**config.mk**
```make
export PLATFORM = sky130hd
export DESIGN_NAME = mem_access_flat
export DESIGN_NICKNAME = d
export VERILOG_FILES = /design/src/rtl/mem_access_if.sv /design/src/rtl/mem_access.sv /design/src/flat_wrapper.sv
export SDC_FILE = /design/constraint.sdc
export NUM_CORES = 1
export LEC_CHECK = 0
export CORE_ASPECT_RATIO = 0.8
export CORE_MARGIN = 3
export CORE_UTILIZATION = 35
export CTS_CLUSTER_SIZE = 8
export DETAILED_ROUTE_END_ITERATION = 10
export PLACE_DENSITY = 0.69
export SYNTH_ARGS = -nofsm -noshare
export SYNTH_HDL_FRONTEND = slang
export SYNTH_SLANG_ARGS = --single-unit
```
**constraint.sdc**
```tcl
create_clock -name clk -period 4.75 [get_ports clk]
set_clock_uncertainty 0.15 [all_clocks]
set_input_delay 0.7125 -clock clk [delete_from_list [all_inputs] [get_ports clk]]
set_output_delay 0.7125 -clock clk [all_outputs]
set_load 0.1 [all_outputs]
```
**src/rtl/mem_access_if.sv**
```systemverilog
// ---------------------------------------------------------------------------
// mem_access_if
//   SRAM-like data bus between the load/store stage and data memory.
//   Signal names are written from the stage's point of view (_o leaves the
//   stage, _i enters it).
//
//   data_req_o     request valid
//   data_we_o      1 = write
//   data_wstrb_o   byte write strobes
//   data_addr_o    word-aligned byte address
//   data_wdata_o   write data, replicated into every lane the strobes can hit
//   data_addr_ok_i request accepted by memory
//   data_data_ok_i transaction finished, data_rdata_i valid
//   data_rdata_i   read data word
// ---------------------------------------------------------------------------
interface mem_access_if;
  logic        data_req_o;
  logic        data_we_o;
  logic [3:0]  data_wstrb_o;
  logic [31:0] data_addr_o;
  logic [31:0] data_wdata_o;
  logic        data_addr_ok_i;
  logic        data_data_ok_i;
  logic [31:0] data_rdata_i;

  // The load/store stage drives the request side.
  modport master (
    output data_req_o, data_we_o, data_wstrb_o, data_addr_o, data_wdata_o,
    input  data_addr_ok_i, data_data_ok_i, data_rdata_i
  );

  // Memory answers the request.
  modport slave (
    input  data_req_o, data_we_o, data_wstrb_o, data_addr_o, data_wdata_o,
    output data_addr_ok_i, data_data_ok_i, data_rdata_i
  );
endinterface

```
**src/rtl/mem_access.sv**
```systemverilog
// ---------------------------------------------------------------------------
// mem_access
//   Load/store stage sitting just before the mem pass-through stage. Takes one
//   instruction per cycle from EX; non-memory ops pass straight through with a
//   one-cycle latency. Aligned loads/stores run a req/addr_ok/data_ok bus
//   transaction while stall_o holds EX. Misaligned accesses raise ale_o
//   without touching the bus. Load data is lane-selected and extended here.
//
//   clk, rst              clock, synchronous active-low reset
//   valid_i, flush_i      EX handshake and kill request
//   reg_write_*_i         ALU result / destination from EX
//   mem_*_i, store_data_i memory op description
//   stall_o               high whenever a bus transaction is in progress
//   bus                   data memory bus (master side)
//   valid_o, reg_write_*_o, ale_o   registered write-back fields for mem
// ---------------------------------------------------------------------------
module mem_access (
  input  logic                clk,
  input  logic                rst,
  input  logic                valid_i,
  input  logic                flush_i,
  input  logic [31:0]         reg_write_data_i,
  input  logic [4:0]          reg_write_addr_i,
  input  logic                reg_write_en_i,
  input  logic                mem_req_i,
  input  logic                mem_we_i,
  input  logic [1:0]          mem_size_i,
  input  logic                mem_unsigned_i,
  input  logic [31:0]         mem_addr_i,
  input  logic [31:0]         store_data_i,
  output logic                stall_o,
  mem_access_if.master        bus,
  output logic                valid_o,
  output logic [31:0]         reg_write_data_o,
  output logic [4:0]          reg_write_addr_o,
  output logic                reg_write_en_o,
  output logic                ale_o
);

  typedef enum logic [1:0] {
    IDLE,
    REQ,
    WAIT
  } state_e;

  state_e      state_q, state_d;
  logic        kill_q, kill_d;

  // Request latched when an aligned memory op is accepted.
  logic        we_q, we_d;
  logic [1:0]  size_q, size_d;
  logic        uns_q, uns_d;
  logic [31:0] addr_q, addr_d;
  logic [31:0] sdata_q, sdata_d;
  logic [4:0]  rd_q, rd_d;
  logic        rd_en_q, rd_en_d;

  // Registered write-back fields.
  logic        valid_q, valid_d;
  logic [31:0] wb_data_q, wb_data_d;
  logic [4:0]  wb_addr_q, wb_addr_d;
  logic        wb_en_q, wb_en_d;
  logic        ale_q, ale_d;

  logic        misaligned_in;
  logic        in_req;
  logic        discard;
  logic [31:0] byte_lane;
  logic [31:0] half_lane;
  logic [31:0] load_val;
  logic [3:0]  strb;
  logic [31:0] wdata;

  // Alignment check on the incoming op: halves need addr[0]==0, words (and
  // the size-11 encoding, treated as word) need addr[1:0]==0.
  always_comb begin
    misaligned_in = 1'b0;
    case (mem_size_i)
      2'b00:   misaligned_in = 1'b0;
      2'b01:   misaligned_in = mem_addr_i[0];
      default: misaligned_in = (mem_addr_i[1:0] != 2'b00);
    endcase
  end

  // Load data: shift the addressed lane down to bit 0, then extend.
  always_comb begin
    byte_lane = bus.data_rdata_i >> {addr_q[1:0], 3'b000};
    half_lane = bus.data_rdata_i >> {addr_q[1], 4'b0000};
    case (size_q)
      2'b00:   load_val = uns_q ? {24'h000000, byte_lane[7:0]}
                                : {{24{byte_lane[7]}}, byte_lane[7:0]};
      2'b01:   load_val = uns_q ? {16'h0000, half_lane[15:0]}
                                : {{16{half_lane[15]}}, half_lane[15:0]};
      default: load_val = bus.data_rdata_i;
    endcase
  end

  // Store encoding: strobes select the lanes, data is replicated so the
  // selected lanes carry the value whatever the low address bits are.
  always_comb begin
    case (size_q)
      2'b00: begin
        strb  = 4'b0001 << addr_q[1:0];
        wdata = {4{sdata_q[7:0]}};
      end
      2'b01: begin
        strb  = addr_q[1] ? 4'b1100 : 4'b0011;
        wdata = {2{sdata_q[15:0]}};
      end
      default: begin
        strb  = 4'b1111;
        wdata = sdata_q;
      end
    endcase
  end

  // Bus outputs come only from the latched request, so they hold steady for
  // the whole REQ state and read as zero everywhere else (including reset).
  always_comb begin
    in_req           = (state_q == REQ);
    bus.data_req_o   = in_req;
    bus.data_we_o    = in_req & we_q;
    bus.data_wstrb_o = (in_req && we_q) ? strb : 4'b0000;
    bus.data_addr_o  = in_req ? {addr_q[31:2], 2'b00} : 32'h0;
    bus.data_wdata_o = in_req ? wdata : 32'h0;
    stall_o          = (state_q != IDLE);
  end

  // A flush seen at any point after the bus accepted the request (this cycle
  // or recorded earlier in kill_q) means the result is thrown away.
  assign discard = kill_q | flush_i;

  // Next-state and write-back logic. Write-back fields default to zero so
  // valid_o and ale_o are one-cycle pulses and idle cycles read as zero.
  always_comb begin
    state_d   = state_q;
    kill_d    = kill_q;
    we_d      = we_q;
    size_d    = size_q;
    uns_d     = uns_q;
    addr_d    = addr_q;
    sdata_d   = sdata_q;
    rd_d      = rd_q;
    rd_en_d   = rd_en_q;
    valid_d   = 1'b0;
    wb_data_d = 32'h0;
    wb_addr_d = 5'h0;
    wb_en_d   = 1'b0;
    ale_d     = 1'b0;

    case (state_q)
      IDLE: begin
        kill_d = 1'b0;
        if (valid_i && !flush_i) begin
          if (!mem_req_i) begin
            valid_d   = 1'b1;
            wb_data_d = reg_write_data_i;
            wb_addr_d = reg_write_addr_i;
            wb_en_d   = reg_write_en_i;
          end else if (misaligned_in) begin
            valid_d   = 1'b1;
            ale_d     = 1'b1;
            wb_addr_d = reg_write_addr_i;
          end else begin
            we_d    = mem_we_i;
            size_d  = mem_size_i;
            uns_d   = mem_unsigned_i;
            addr_d  = mem_addr_i;
            sdata_d = store_data_i;
            rd_d    = reg_write_addr_i;
            rd_en_d = reg_write_en_i;
            state_d = REQ;
          end
        end
      end

      // Before acceptance a flush can simply drop the request; once
      // addr_ok is seen the handshake must run to data_ok.
      REQ: begin
        if (bus.data_addr_ok_i) begin
          if (bus.data_data_ok_i) begin
            state_d   = IDLE;
            kill_d    = 1'b0;
            valid_d   = !discard;
            wb_addr_d = discard ? 5'h0 : rd_q;
            wb_en_d   = !discard && !we_q && rd_en_q;
            wb_data_d = (discard || we_q) ? 32'h0 : load_val;
          end else begin
            state_d = WAIT;
            kill_d  = discard;
          end
        end else if (flush_i) begin
          state_d = IDLE;
          kill_d  = 1'b0;
        end
      end

      WAIT: begin
        kill_d = discard;
        if (bus.data_data_ok_i) begin
          state_d   = IDLE;
          kill_d    = 1'b0;
          valid_d   = !discard;
          wb_addr_d = discard ? 5'h0 : rd_q;
          wb_en_d   = !discard && !we_q && rd_en_q;
          wb_data_d = (discard || we_q) ? 32'h0 : load_val;
        end
      end

      default: state_d = IDLE;
    endcase
  end

  // State and output registers; reset abandons any transaction in flight.
  always_ff @(posedge clk) begin
    if (!rst) begin
      state_q   <= IDLE;
      kill_q    <= 1'b0;
      we_q      <= 1'b0;
      size_q    <= 2'b00;
      uns_q     <= 1'b0;
      addr_q    <= 32'h0;
      sdata_q   <= 32'h0;
      rd_q      <= 5'h0;
      rd_en_q   <= 1'b0;
      valid_q   <= 1'b0;
      wb_data_q <= 32'h0;
      wb_addr_q <= 5'h0;
      wb_en_q   <= 1'b0;
      ale_q     <= 1'b0;
    end else begin
      state_q   <= state_d;
      kill_q    <= kill_d;
      we_q      <= we_d;
      size_q    <= size_d;
      uns_q     <= uns_d;
      addr_q    <= addr_d;
      sdata_q   <= sdata_d;
      rd_q      <= rd_d;
      rd_en_q   <= rd_en_d;
      valid_q   <= valid_d;
      wb_data_q <= wb_data_d;
      wb_addr_q <= wb_addr_d;
      wb_en_q   <= wb_en_d;
      ale_q     <= ale_d;
    end
  end

  assign valid_o          = valid_q;
  assign reg_write_data_o = wb_data_q;
  assign reg_write_addr_o = wb_addr_q;
  assign reg_write_en_o   = wb_en_q;
  assign ale_o            = ale_q;

endmodule
```
**src/flat_wrapper.sv**
```systemverilog
// flat-port wrapper written by rule: the top's interface ports become plain ports
module mem_access_flat 
  (clk, rst, valid_i, flush_i, reg_write_data_i, reg_write_addr_i, reg_write_en_i, mem_req_i, mem_we_i, mem_size_i, mem_unsigned_i, mem_addr_i, store_data_i, stall_o, valid_o, reg_write_data_o, reg_write_addr_o, reg_write_en_o, ale_o, bus_data_req_o, bus_data_we_o, bus_data_wstrb_o, bus_data_addr_o, bus_data_wdata_o, bus_data_addr_ok_i, bus_data_data_ok_i, bus_data_rdata_i);
  mem_access_if bus_i ();
  input  logic clk;
  input  logic rst;
  input  logic valid_i;
  input  logic flush_i;
  input  logic [31:0] reg_write_data_i;
  input  logic [4:0] reg_write_addr_i;
  input  logic reg_write_en_i;
  input  logic mem_req_i;
  input  logic mem_we_i;
  input  logic [1:0] mem_size_i;
  input  logic mem_unsigned_i;
  input  logic [31:0] mem_addr_i;
  input  logic [31:0] store_data_i;
  output logic stall_o;
  output logic valid_o;
  output logic [31:0] reg_write_data_o;
  output logic [4:0] reg_write_addr_o;
  output logic reg_write_en_o;
  output logic ale_o;
  output wire logic [$bits(bus_i.data_req_o)-1:0] bus_data_req_o;
  output wire logic [$bits(bus_i.data_we_o)-1:0] bus_data_we_o;
  output wire logic [$bits(bus_i.data_wstrb_o)-1:0] bus_data_wstrb_o;
  output wire logic [$bits(bus_i.data_addr_o)-1:0] bus_data_addr_o;
  output wire logic [$bits(bus_i.data_wdata_o)-1:0] bus_data_wdata_o;
  input wire logic [$bits(bus_i.data_addr_ok_i)-1:0] bus_data_addr_ok_i;
  input wire logic [$bits(bus_i.data_data_ok_i)-1:0] bus_data_data_ok_i;
  input wire logic [$bits(bus_i.data_rdata_i)-1:0] bus_data_rdata_i;
  assign bus_data_req_o = bus_i.data_req_o;
  assign bus_data_we_o = bus_i.data_we_o;
  assign bus_data_wstrb_o = bus_i.data_wstrb_o;
  assign bus_data_addr_o = bus_i.data_addr_o;
  assign bus_data_wdata_o = bus_i.data_wdata_o;
  assign bus_i.data_addr_ok_i = bus_data_addr_ok_i;
  assign bus_i.data_data_ok_i = bus_data_data_ok_i;
  assign bus_i.data_rdata_i = bus_data_rdata_i;
  mem_access u_core (.clk(clk), .rst(rst), .valid_i(valid_i), .flush_i(flush_i), .reg_write_data_i(reg_write_data_i), .reg_write_addr_i(reg_write_addr_i), .reg_write_en_i(reg_write_en_i), .mem_req_i(mem_req_i), .mem_we_i(mem_we_i), .mem_size_i(mem_size_i), .mem_unsigned_i(mem_unsigned_i), .mem_addr_i(mem_addr_i), .store_data_i(store_data_i), .stall_o(stall_o), .bus(bus_i), .valid_o(valid_o), .reg_write_data_o(reg_write_data_o), .reg_write_addr_o(reg_write_addr_o), .reg_write_en_o(reg_write_en_o), .ale_o(ale_o));
endmodule
```
; Word-level counts from Yosys, hierarchy flattened
; Index checks and enable logic that the tools add are counted.
[totals]
ff_bits = 117
out_inout_bits = 111
wordCells = 93
[classes]
n_eq_ne = 9
shift = 3
n_mux = 46
n_bitwise = 3
n_reduce_logical = 18
[op_table]
columns = cell, count
row1 = two-way mux 32 bit, 9
row2 = one-hot mux 32 bit (2 select lines), 2
row3 = one-hot mux 32 bit (3 select lines), 1
row4 = >> shifter 32 x 5 -> 16 bit, 1
row5 = >> shifter 32 x 5 -> 8 bit, 1
row6 = two-way mux 5 bit, 6
row7 = one-hot mux 5 bit (3 select lines), 1
row8 = two-way mux 2 bit, 7
row9 = two-way mux 1 bit, 12
row10 = one-hot mux 1 bit (3 select lines), 3
row11 = two-way mux 4 bit, 2
row12 = one-hot mux 4 bit (2 select lines), 1
row13 = AND reduction 4 bit, 2
row14 = == test 2 x 1 -> 1 bit (second input constant), 3
row15 = zero test 2 bit, 3
row16 = != test 2 bit (second input constant), 3
row17 = one-hot mux 2 bit (3 select lines), 1
row18 = AND reduction 5 bit, 1
row19 = logical AND 1 bit, 4
row20 = nonzero test 2 bit, 2
row21 = left shift 1 x 2 -> 4 bit (first input constant), 1
row22 = zero test 1 bit, 3
row23 = != test 3 x 2 -> 1 bit (second input constant), 1
row24 = nonzero test 3 bit, 1
row25 = other kinds (8), 8

; Longest topological paths before layout
[logic_depth]
ltp_word = 7
ltp_mapped = 9
mapped_depth_nobuf = 6

; Worst setup path after synthesis
; Ideal clock, no wire load.
[synth_timing]
kind = register to output
start = reg u_core.state_q[1]
end = out bus_data_wstrb_o[2]
t_arrival_ps = 3967
required_time_ps = 3888
setup_slack_ps = -79
path_stages_with_launch = 6
n_path_buf = 0
cell_sequence = dfxtp_1 > inv_1 > ha_1 > and2_1 > o21ai_0 > a21oi_1
[synth_via]
elab_chain_len = 3
[synth_lines]
columns = element, line_no
row1 = "start, declared", mem_access.sv:46  ; state_e state_q, state_d;
row2 = "start signal, assigned", mem_access.sv:232  ; state_q <= state_d;
row3 = == test 2 x 1 -> 1 bit, mem_access.sv:120  ; in_req = (state_q == REQ);
row4 = net bus_data_req_o, flat_wrapper.sv:24  ; output wire logic [$bits(bus_i.data_req_o)-1:0] bus_data_req_o;
row5 = logical AND 1 bit, mem_access.sv:123  ; bus.data_wstrb_o = (in_req && we_q) ? strb : 4'b0000;
row6 = two-way mux 4 bit, mem_access.sv:123
row7 = "end, declared", flat_wrapper.sv:26  ; output wire logic [$bits(bus_i.data_wstrb_o)-1:0] bus_data_wstrb_o;
; The timed path passes the listed nets, and every way through them passes these cells.

; Worst setup path in the final report
[layout_timing]
start = reg u_core.size_q[0]
end = out bus_data_wdata_o[15]
[layout_via]
elab_chain_len = 3
word_cells_on_any_way = 4
[layout_lines]
columns = element, line_no
row1 = "start, declared", mem_access.sv:51  ; logic [1:0] size_q, size_d;
row2 = "start signal, assigned", mem_access.sv:235  ; size_q <= size_d;
row3 = == test 2 x 1 -> 1 bit or zero test 2 bit (tied branches), mem_access.sv:101  ; case (size_q)
row4 = one-hot mux 32 bit (2 select lines) (*), mem_access.sv:101
row5 = two-way mux 32 bit (*), mem_access.sv:125  ; bus.data_wdata_o = in_req ? wdata : 32'h0;
row6 = "end, declared", flat_wrapper.sv:28  ; output wire logic [$bits(bus_i.data_wdata_o)-1:0] bus_data_wdata_o;
; Mark *: on every way between the ends. The rest lies on a longest branch, timed or not.

==> impl_metrics.toml <==
[clock_network]
clk_pin_slew_ns = 0.06
clock_path_buffers = 2
cts_max_level = 4
cts_buffers = 17
cts_tree = "built"
clkLatencyLatePin_ns = 0.42
cts_hold_buf = 0
cts_sinks = 117
root_buffer = "clkbuf_16"
post-cts-setup-buffers = 0
cts-resized-gates = 0

[layout]
n_antenna_cell = 0
final_util_pct = 56.2
drive_above_1_share_pct = 14.3
area_growth_pct = 55.9
fin_nets = 1095
fin_cells = 1174

[global_route]
use_met1_pct = 26.9
track_usage_pct = 21.3
gr-total-overflow = 0
grt_pass1_vias = 5574
grt_pass1_wl_mm = 30.2
grt_use_met2_pct = 33.0
use_met3_pct = 9.44
grt.busiest_layer = "met2"
grt_max_degree = 120
antenna_found_initial = 0

[route]
routed_wirelength_mm = 19.8
ant_nets = 0
num_vias = 5933
drc_errors = 0
avgRoutedWirePerCell_um = 16.9
drtIter0Drc = 400
viasPerCell = 5.05
drtPass1Iterations = 5

[die]
start_util_pct = 36.0
dieArea_sq_um = 17900
die_w_um = 149
io_pins = 256
die_y_um = 120
core-area_sq_um = 15900
row_count = 41

[sta]
timing.hold.ws_ns = 0.305
slew_violations = 0
finalSetupViolCount = 0
setup_tns_ns = 0
tightest_slew_ns = 1.03
hold_viol_final = 0
period_needed_ns = 3.57
rsz0062_at_grt = "false"
fmax_mhz = 280
fin_crit_sh_pct = 75.2
relSlewSlack_pct = 31.0

[pwr]
seqPwrFrac_pct = 37.1
power.total_w = 0.00279
p_sw_share_pct = 29.8
intPower_w = 0.00196
pwr-share-clk_pct = 45.3
combinationalPowerShare_pct = 17.5
power_density_nw_per_um2 = 314
peakVddDrop_uv = 241
leakage_nw = 3.46
p_switching_w = 0.000833

[yosys]
synth.most_common_cell = "nand2_1"
synth_area_sq_um = 5710
synth_edf_count = 0
seq_area_frac_synth_pct = 41.0
synth-seq-cells = 117
synth_cells = 731
ys_async_sr_fraction_pct = 0
ys_warn_count = 0
synth.distinct_cells = 51
ys.flop_type = "dfxtp_1"
synth_top_cell_by_area = "dfxtp_1"
synth_area_leaders = "dfxtp_1 (41%), nand2_1 (8.4%), o21ai_0 (7.0%)"
ys_top_cells_by_count = "nand2_1 (128), dfxtp_1 (117), o21ai_0 (80), nand3_1 (71), nor2_1 (41)"
synth_top_area_share_pct = 41.0
syn_area_per_cell_sq_um = 7.81

[worst_hold_path]
min_path_cells = 2
worstHoldStart = "u_core.rd_q[3]"
hold_path_class = "reg -> reg"
holdPathEnd = "u_core.rd_q[3]"

[critical_path]
rrSetupSlack_ns = 1.83
start_kind = "flop"
worstPathCellList = "buf_4 -> nor2_1 -> nand2_1 -> a21oi_1 -> buf_12"
slowest_delay_ns = 0.77
crit_fanout = 16
critPathTopFamily = "simple AND/OR/NAND/NOR gates"
crit_type = "reg -> out"
timing.critical_path.arrival_ns = 2.71
r2r_start = "u_core.size_q[0]"
worst_setup_path_end_kind = "primary output"
rr_endpoint = "u_core.reg_write_data_o[11]"
cp.required_ns = 3.89
r2r_cells = 5
cp_num_buf_inv = 2
cpMaxStageDelayCell = "nor2_1"
critPathLaunch = "u_core.size_q[0]"
path_depth = 5

[run_status]
status = "complete, no violations"

[place]
placement.io_buffers = 253
place_congestion = 0.823
dp.cells = 1142
place_hpwl_mm = 14.0

[run]
maxCapViolCount = 0
## tightest hold or removal path, stage by stage, from the launching register on
cell and delay, ns:
dfxtp_1 0.31, nand3_1 0.06, o21ai_1 0.05
## power groups by stage
stage	clock network (W)	registers, W	logic, W
2_1_floorplan	0	0.00114	0.000199
3_3_place_gp	0	0.00106	0.000486
3_5_place_dp	0	0.00106	0.000487
4_1_cts	0.00129	0.00104	0.000491
5_1_grt	0.00133	0.00104	0.000522
6_report	0.00127	0.00104	0.000490
## how the worst max path moves through the flow
stage / end / slack, ns
final: bus_data_wdata_o[15] / 1.18
after global routing: bus_data_wdata_o[8] / 1.01
after CTS: bus_data_wdata_o[15] / 1.16
after detailed placement: u_core.reg_write_data_o[31] / 1.28
after global placement: u_core.reg_write_data_o[25] / 1.36
after floorplan: bus_data_wstrb_o[3] / 0.07
## cell families after synthesis
kind of cell               Yosys count  synth area share, %
adders and majority gates            4                0.877
muxes                               23                 4.32
DFF                                117                 41.0
AOI/OAI and AO/OA                  195                 20.9
other                                1               0.0657
and+or+nand+nor                    316                 26.7
buffers and inverters               75                 6.18
## cell type report
cell class / instances / area (sq um)
Sequential cell: 117 / 2340
Clock buffer: 18 / 439
Fill cell: 1459 / 6950
Tap cell: 215 / 269
Clock inverter: 14 / 143
Timing Repair Buffer: 262 / 2650
Multi-Input combinational cell: 540 / 3030
Inverter: 8 / 30.0
## sequential cells by signal, summed over array words and instances, names as in the netlist
register                 count
u_core.addr_q               32
u_core.ale_o                 1
u_core.kill_q                1
u_core.rd_en_q               1
u_core.rd_q                  5
u_core.reg_write_addr_o      5
u_core.reg_write_data_o     32
u_core.reg_write_en_o        1
u_core.sdata_q              32
u_core.size_q                2
u_core.state_q               2
u_core.uns_q                 1
u_core.valid_o               1
u_core.we_q                  1
## cell usage in the layout, fill, tap and decap left out, drive strengths merged, types with 6 or more instances in the layout
cell           instances
a21o                   7
inv                   14
a21oi                 35
a32oi                 15
nor2                  42
a222oi                 6
nand3                 72
clkbuf                18
and3b                  8
and2                  40
a31o                  11
dfxtp                117
clkdlybuf4s50        184
mux2i                 19
nand2                128
nor2b                 11
buf                   78
o21ai                102
## per-layer routing
metal / vias up / share of wire, %
met5: - / 0
met4: 0 / 1.3
met3: 23 / 11
met2: 232 / 44
met1: 2710 / 43
li1: 2968 / -
## stage by stage
stage,cell area [sq um],worst slack [ns]
6_report,8900,1.18
5_1_grt,8900,1.01
4_1_cts,8900,1.16
3_5_place_dp,8320,1.28
3_3_place_gp,8320,1.36
2_1_floorplan,5720,0.0719
Note: power is estimated with default switching activity, not from simulation.
